$ cat config.mk
export PLATFORM = sky130hd
export DESIGN_NAME = sw_debouncer
export DESIGN_NICKNAME = d
export VERILOG_FILES = /design/src/rtl/sw_debouncer.sv
export SDC_FILE = /design/constraint.sdc
export NUM_CORES = 1
export LEC_CHECK = 0
export CORE_MARGIN = 2
export CORE_UTILIZATION = 45
export DETAILED_ROUTE_END_ITERATION = 8
export GPL_ROUTABILITY_DRIVEN = 0
export HOLD_SLACK_MARGIN = 0.05
export SYNTH_ARGS = -nofsm -noshare
export SYNTH_HDL_FRONTEND = slang
export SYNTH_SLANG_ARGS = --single-unit
$ cat constraint.sdc
create_clock -name clk -period 9.8 [get_ports clk]
set_input_delay 1.96 -clock clk [delete_from_list [all_inputs] [get_ports clk]]
set_output_delay 1.96 -clock clk [all_outputs]
set_load 0.1 [all_outputs]
$ cat src/rtl/sw_debouncer.sv
// Slide-switch conditioner: 2-flop synchronizer, per-bit debounce counter, edge pulses.
// Optional SW_CHANGE_CNT_EN macro adds a saturating 16-bit count of sw_changed cycles.
`timescale 1ns/1ps
module sw_debouncer #(
    parameter int WIDTH           = 10,
    parameter int DEBOUNCE_CYCLES = 50000,
    localparam int CNT_W          = $clog2(DEBOUNCE_CYCLES + 1)
) (
    input  logic             clk,
    input  logic             rst,
    input  logic [WIDTH-1:0] sw_in,
    output logic [WIDTH-1:0] sw_out,
    output logic [WIDTH-1:0] sw_rise,
    output logic [WIDTH-1:0] sw_fall,
`ifdef SW_CHANGE_CNT_EN
    output logic [15:0]      change_cnt,
`endif
    output logic             sw_changed
);

    localparam logic [CNT_W-1:0] CNT_LAST = CNT_W'(DEBOUNCE_CYCLES - 1);

    logic [WIDTH-1:0] sync1_q, sync2_q;
    logic [WIDTH-1:0] out_q, out_d;
    logic [WIDTH-1:0] rise_q, rise_d;
    logic [WIDTH-1:0] fall_q, fall_d;
    logic             changed_q, changed_d;
    logic [CNT_W-1:0] cnt_q [WIDTH];
    logic [CNT_W-1:0] cnt_d [WIDTH];

    // A bit counts only while its synchronized level disagrees with the accepted level.
    always_comb begin
        out_d  = out_q;
        rise_d = '0;
        fall_d = '0;
        for (int i = 0; i < WIDTH; i++) begin
            cnt_d[i] = '0;
            if (sync2_q[i] != out_q[i]) begin
                if (cnt_q[i] == CNT_LAST) begin
                    out_d[i]  = sync2_q[i];
                    rise_d[i] = sync2_q[i];
                    fall_d[i] = ~sync2_q[i];
                end else begin
                    cnt_d[i] = cnt_q[i] + CNT_W'(1);
                end
            end
        end
        changed_d = |{rise_d, fall_d};
    end

    always_ff @(posedge clk or posedge rst) begin
        if (rst) begin
            sync1_q   <= '0;
            sync2_q   <= '0;
            out_q     <= '0;
            rise_q    <= '0;
            fall_q    <= '0;
            changed_q <= 1'b0;
            cnt_q     <= '{default: '0};
        end else begin
            sync1_q   <= sw_in;
            sync2_q   <= sync1_q;
            out_q     <= out_d;
            rise_q    <= rise_d;
            fall_q    <= fall_d;
            changed_q <= changed_d;
            cnt_q     <= cnt_d;
        end
    end

    assign sw_out     = out_q;
    assign sw_rise    = rise_q;
    assign sw_fall    = fall_q;
    assign sw_changed = changed_q;

`ifdef SW_CHANGE_CNT_EN
    logic [15:0] cc_q, cc_d;

    // Counts change cycles, not changed bits; sticks at all-ones.
    always_comb begin
        cc_d = cc_q;
        if (changed_q && (cc_q != 16'hFFFF)) begin
            cc_d = cc_q + 16'd1;
        end
    end

    always_ff @(posedge clk or posedge rst) begin
        if (rst) begin
            cc_q <= '0;
        end else begin
            cc_q <= cc_d;
        end
    end

    assign change_cnt = cc_q;
`endif

endmodule
# After elaboration in Yosys (flattened, before gate mapping)
# Index checks and enable logic that the tools add are counted.
word_totals:
  reg_bits: 211
  output_inout_bits: 31
op_classes:
  n_addsub: 10
  n_eq_ne: 20
  muxes: 60
  bitwise_logic: 10
  reduce_logical: 11
ops:
  columns: ["cell", "n"]
  rows:
  - ["2-to-1 mux 16 bit", 20]
  - ["adder 16 x 1 -> 16 bit (second input constant)", 10]
  - ["== test 16 bit (second input constant)", 10]
  - ["2-to-1 mux 1 bit", 40]
  - ["AND reduction 2 bit", 10]
  - ["OR reduction 20 bit", 1]
  - ["!= test 1 bit", 10]
  - ["inverter 1 bit", 10]

# Longest topological paths before layout
depth:
  depth_word: 4
  ltp_mapped: 6
  mapped_depth_nobuf: 6

# Least setup slack after synthesis
# OpenSTA, ideal clock, no wires.
synth_timing:
  path_kind: "reg2out"
  from: "reg out_q[6] (netlist: sw_out[6])"
  to: "out sw_out[6]"
  arrival_time_ps: 973
  required_time_ps: 7840
  setup_slack_ps: 6867
  path_stages_with_launch: 1
  path_buffers: 0
  path_cell_list: "dfrtp_1"
synth_lines:
  columns: ["element", "line", "source"]
  rows:
  - ["start: declaration", "24", "logic [WIDTH-1:0] out_q, out_d;"]
  - ["start signal: assignment", "63", "out_q <= out_d;"]
  - ["end: declaration", "12", "output logic [WIDTH-1:0] sw_out,"]
# No word-level cell between the ends.

# Final worst setup path
layout_timing:
  from: "reg out_q[7] (netlist: sw_out[7])"
  to: "out sw_out[7]"
# No word-level cell between the ends.

==> results.toml <==
[synthesis]
netlist_top_cells_area = "sky130_fd_sc_hd__dfrtp_1, sky130_fd_sc_hd__xnor2_1, sky130_fd_sc_hd__nor2_1"
yosys_warnings = 0
async_reset_ff_share_pct = 100
yosysSeqAreaShare_pct = 56.6
yosysUniqueCellTypes = 28
ys.flop_type = "sky130_fd_sc_hd__dfrtp_1"
synthCells = 854
synth.top_cells.by_count = "sky130_fd_sc_hd__dfrtp_1, sky130_fd_sc_hd__nor2_1, sky130_fd_sc_hd__nand3_1"
synth_top_area_share_pct = 56.6
ys_ff_latch = 211
synth_nets = 876
syn-mean-instance-area_sq_um = 10.9
synth_area_leader_cell = "sky130_fd_sc_hd__dfrtp_1"
number_of_enable_flip_flop_cells_after_synthesis = 0
synthesis.area_sq_mm = 0.00933
yosysMostFrequentCell = "sky130_fd_sc_hd__dfrtp_1"

[global_route]
grt_pass1_vias = 5949
gr-total-overflow = 0
globalRouteTotalUtil_pct = 16.0
number_of_antenna_violations_at_the_first_check_in_global_routing = 0
first_pass_grt_wire_length_um = 29300
grt_max_degree = 137

[worst_setup_path]
critPathArrivalTime_ps = 2110
worst-path-buf-inv = 1
cpPeakStageDelay_ps = 1190
timing.critical_path.fanout_max = 5
critical_path.cell_chain = "clkdlybuf4s50_1"
worst_ep_required_time_ps = 7840
critical_path.endpoint_type = "output port"
timing.critical_path.slowest_stage_cell = "sky130_fd_sc_hd__clkdlybuf4s50_1"
regToRegSetupSlack_ps = 7600
crit_type = "register to output port"
worst_path_dominant_cell_family = "buffers and inverters"
timing.critical_path.from_type = "register"

[final_layout]
syn2layout_area_growth_pct = 16.5
drive_above_1_share_pct = 8.38
final-instance-count-excl-fill = 1201
postLayoutCellArea_sq_mm = 0.0109
diodes = 0
layout.nets = 935

[cts]
cts_repair_resize_count = 0
clock_sink_count = 211
cts_max_path_buffers = 3
postCtsSetupBuffers = 0
tritoncts = "yes"
cts-root-buf = "sky130_fd_sc_hd__clkbuf_16"
cts_htree_levels = 1
ctsHoldBuffers = 0
cts.reportedPaths.clkPinSlew_ps = 60
cts-buffers-inserted = 24
clock_insertion_delay_worst_skew_ps = 510

[timing]
worst_clock_skew_ps = 9.13
totalNegativeSetupSlack_ps = 0
timing.final.setup_violations = 0
setup_repair_after_global_routing_missed_its_margin = "no"
fmaxAchievable_mhz = 246
timing.slew.headroom_pct = 31.6
final_hold_viol_count = 0
finalCritPeriodShare_pct = 41.6
timing.final.max_slew_violations = 0
max_slew.worst_pin.slew_ps = 1020
layout_min_cycle_time_ps = 4070

[die]
number_of_top_level_pins = 43
std_cell_rows = 52
die-area_sq_mm = 0.0219
floorplan.initialDensity_pct = 46.0
core_area_sq_mm = 0.0203
die_height_um = 148
die_x_um = 148

[run_status]
outcome = "finished, final reports clean"

[drt]
vias_per_cell = 5.00
post-route-drc-count = 0
ant_nets = 0
post_drt_wl_per_cell_um = 13.9
vias = 6000
first_iter_violations = 283
drtPass1Iterations = 4
routed_wl_um = 16700

[power]
net-switching-power_uw = 382
internal-power_mw = 1.48
pwr-share-clk_pct = 49.2
vdd.ir_drop.worst_mv = 0.141
sequentialPowerShare_pct = 48.2
power.share.combinational_pct = 2.7
power_density_mw_per_mm2 = 171
leakage_nw = 4.72
switching_share_pct = 20.5

[worst_hold_path]
worst_hold_path_type = "register to register"

[place]
dp_hpwl_um = 11000
io_buffers = 42
area_post_placement_sq_mm = 0.0100
dp_cells = 1157

[run]
cap_violations = 0
## sequential cells by signal (all words and copies together) (netlist names)
name,cells
sw_out,10
sync1_q,10
cnt_q,160
sw_rise,10
sync2_q,10
sw_fall,10
sw_changed,1
## cell type report
cell class / count / area [sq um]
inverters: 11 / 48.8
clock inverters: 6 / 80.1
repair buffers: 43 / 428
flip-flops and latches: 211 / 5280
multi-input cells: 622 / 3940
clock buffers: 38 / 754
fillers: 1846 / 9430
well taps: 270 / 338
## layout by cell type, fill, tap and decap left out
cell | synthesis | final
sky130_fd_sc_hd__nor4b_2 | 6 | 6
sky130_fd_sc_hd__nor3b_1 | 12 | 12
sky130_fd_sc_hd__xor2_1 | 68 | 68
sky130_fd_sc_hd__nor3_1 | 20 | 20
sky130_fd_sc_hd__mux2_2 | 10 | 10
sky130_fd_sc_hd__nor4bb_1 | 12 | 12
sky130_fd_sc_hd__inv_8 | 0 | 1
sky130_fd_sc_hd__nor4_2 | 10 | 10
sky130_fd_sc_hd__and4bb_2 | 8 | 8
sky130_fd_sc_hd__nand4_1 | 12 | 12
sky130_fd_sc_hd__nand2_1 | 35 | 35
sky130_fd_sc_hd__nor4_1 | 2 | 2
sky130_fd_sc_hd__nor2_1 | 179 | 179
sky130_fd_sc_hd__clkbuf_8 | 0 | 8
sky130_fd_sc_hd__inv_1 | 11 | 10
sky130_fd_sc_hd__ha_1 | 10 | 10
sky130_fd_sc_hd__or3_1 | 1 | 1
sky130_fd_sc_hd__clkbuf_1 | 0 | 5
sky130_fd_sc_hd__or2_2 | 1 | 1
sky130_fd_sc_hd__nand2b_1 | 8 | 8
sky130_fd_sc_hd__dfrtp_1 | 211 | 211
sky130_fd_sc_hd__o22ai_1 | 5 | 5
sky130_fd_sc_hd__nand2_2 | 1 | 1
sky130_fd_sc_hd__buf_4 | 4 | 1
sky130_fd_sc_hd__clkbuf_16 | 0 | 25
sky130_fd_sc_hd__nor4b_1 | 4 | 4
sky130_fd_sc_hd__bufinv_16 | 0 | 2
sky130_fd_sc_hd__xnor2_1 | 81 | 81
sky130_fd_sc_hd__and3_1 | 48 | 48
sky130_fd_sc_hd__clkinv_2 | 0 | 4
sky130_fd_sc_hd__nand3_1 | 88 | 88
sky130_fd_sc_hd__clkdlybuf4s50_1 | 0 | 42
sky130_fd_sc_hd__and3_2 | 1 | 1
## logic make-up after synthesis
logic type | share of synthesized area, %
muxes | 1.21
adders and majority gates | 1.34
AOI/OAI and AO/OA | 0.335
buffers and inverters | 1.15
and+or+nand+nor | 25.4
xor gates and xnor gates | 14.0
DFF | 56.6
## path summary, 6_finish.rpt
| check | startpoint | cells after the start | end |
|---|---|---|---|
| max reg2reg | cnt_q[96] | 6 | sw_changed |
| max | sw_out[7] | 1 | sw_out[7] |
| min in group asynchronous | rst | 2 | sync2_q[7] |
| min | sync1_q[1] | 0 | sync2_q[1] |
| max in group asynchronous | rst | 3 | sync2_q[8] |
| min reg2reg | sync1_q[1] | 0 | sync2_q[1] |
## metal layers
layer / vias to the layer above / global-route usage [%] / wire, um
li1: 3012 / - / -
met1: 2895 / 23.7 / 8350
met2: 72 / 24.3 / 7290
met3: 21 / 3.30 / 760
met4: 0 / 4.05 / 273
met5: - / 0 / 0
## power by group through the flow
stage	Combinational (mW)	Sequential (mW)	Clock (mW)
CTS	0.0520	0.896	0.941
floorplan	0.0378	0.909	0
global placement	0.0516	0.912	0
finish	0.0497	0.896	0.915
detailed placement	0.0520	0.912	0
global route	0.0592	0.898	0.984
## stage by stage
| step | total power, mW | hold slack (ps) | utilization [%] | setup WS [ps] |
|---|---|---|---|---|
| 6_report | 1.86 | 346 | 53.6 | 5730 |
| 5_1_grt | 1.94 | 360 | 53.6 | 5650 |
| 4_1_cts | 1.89 | 349 | 53.6 | 5690 |
| 3_5_place_dp | 0.964 | 336 | 49.4 | 5560 |
| 3_3_place_gp | 0.963 | 332 | 49.4 | 5570 |
| 2_1_floorplan | 0.947 | 331 | - | 2070 |
Note: power is estimated with default switching activity, not from simulation.
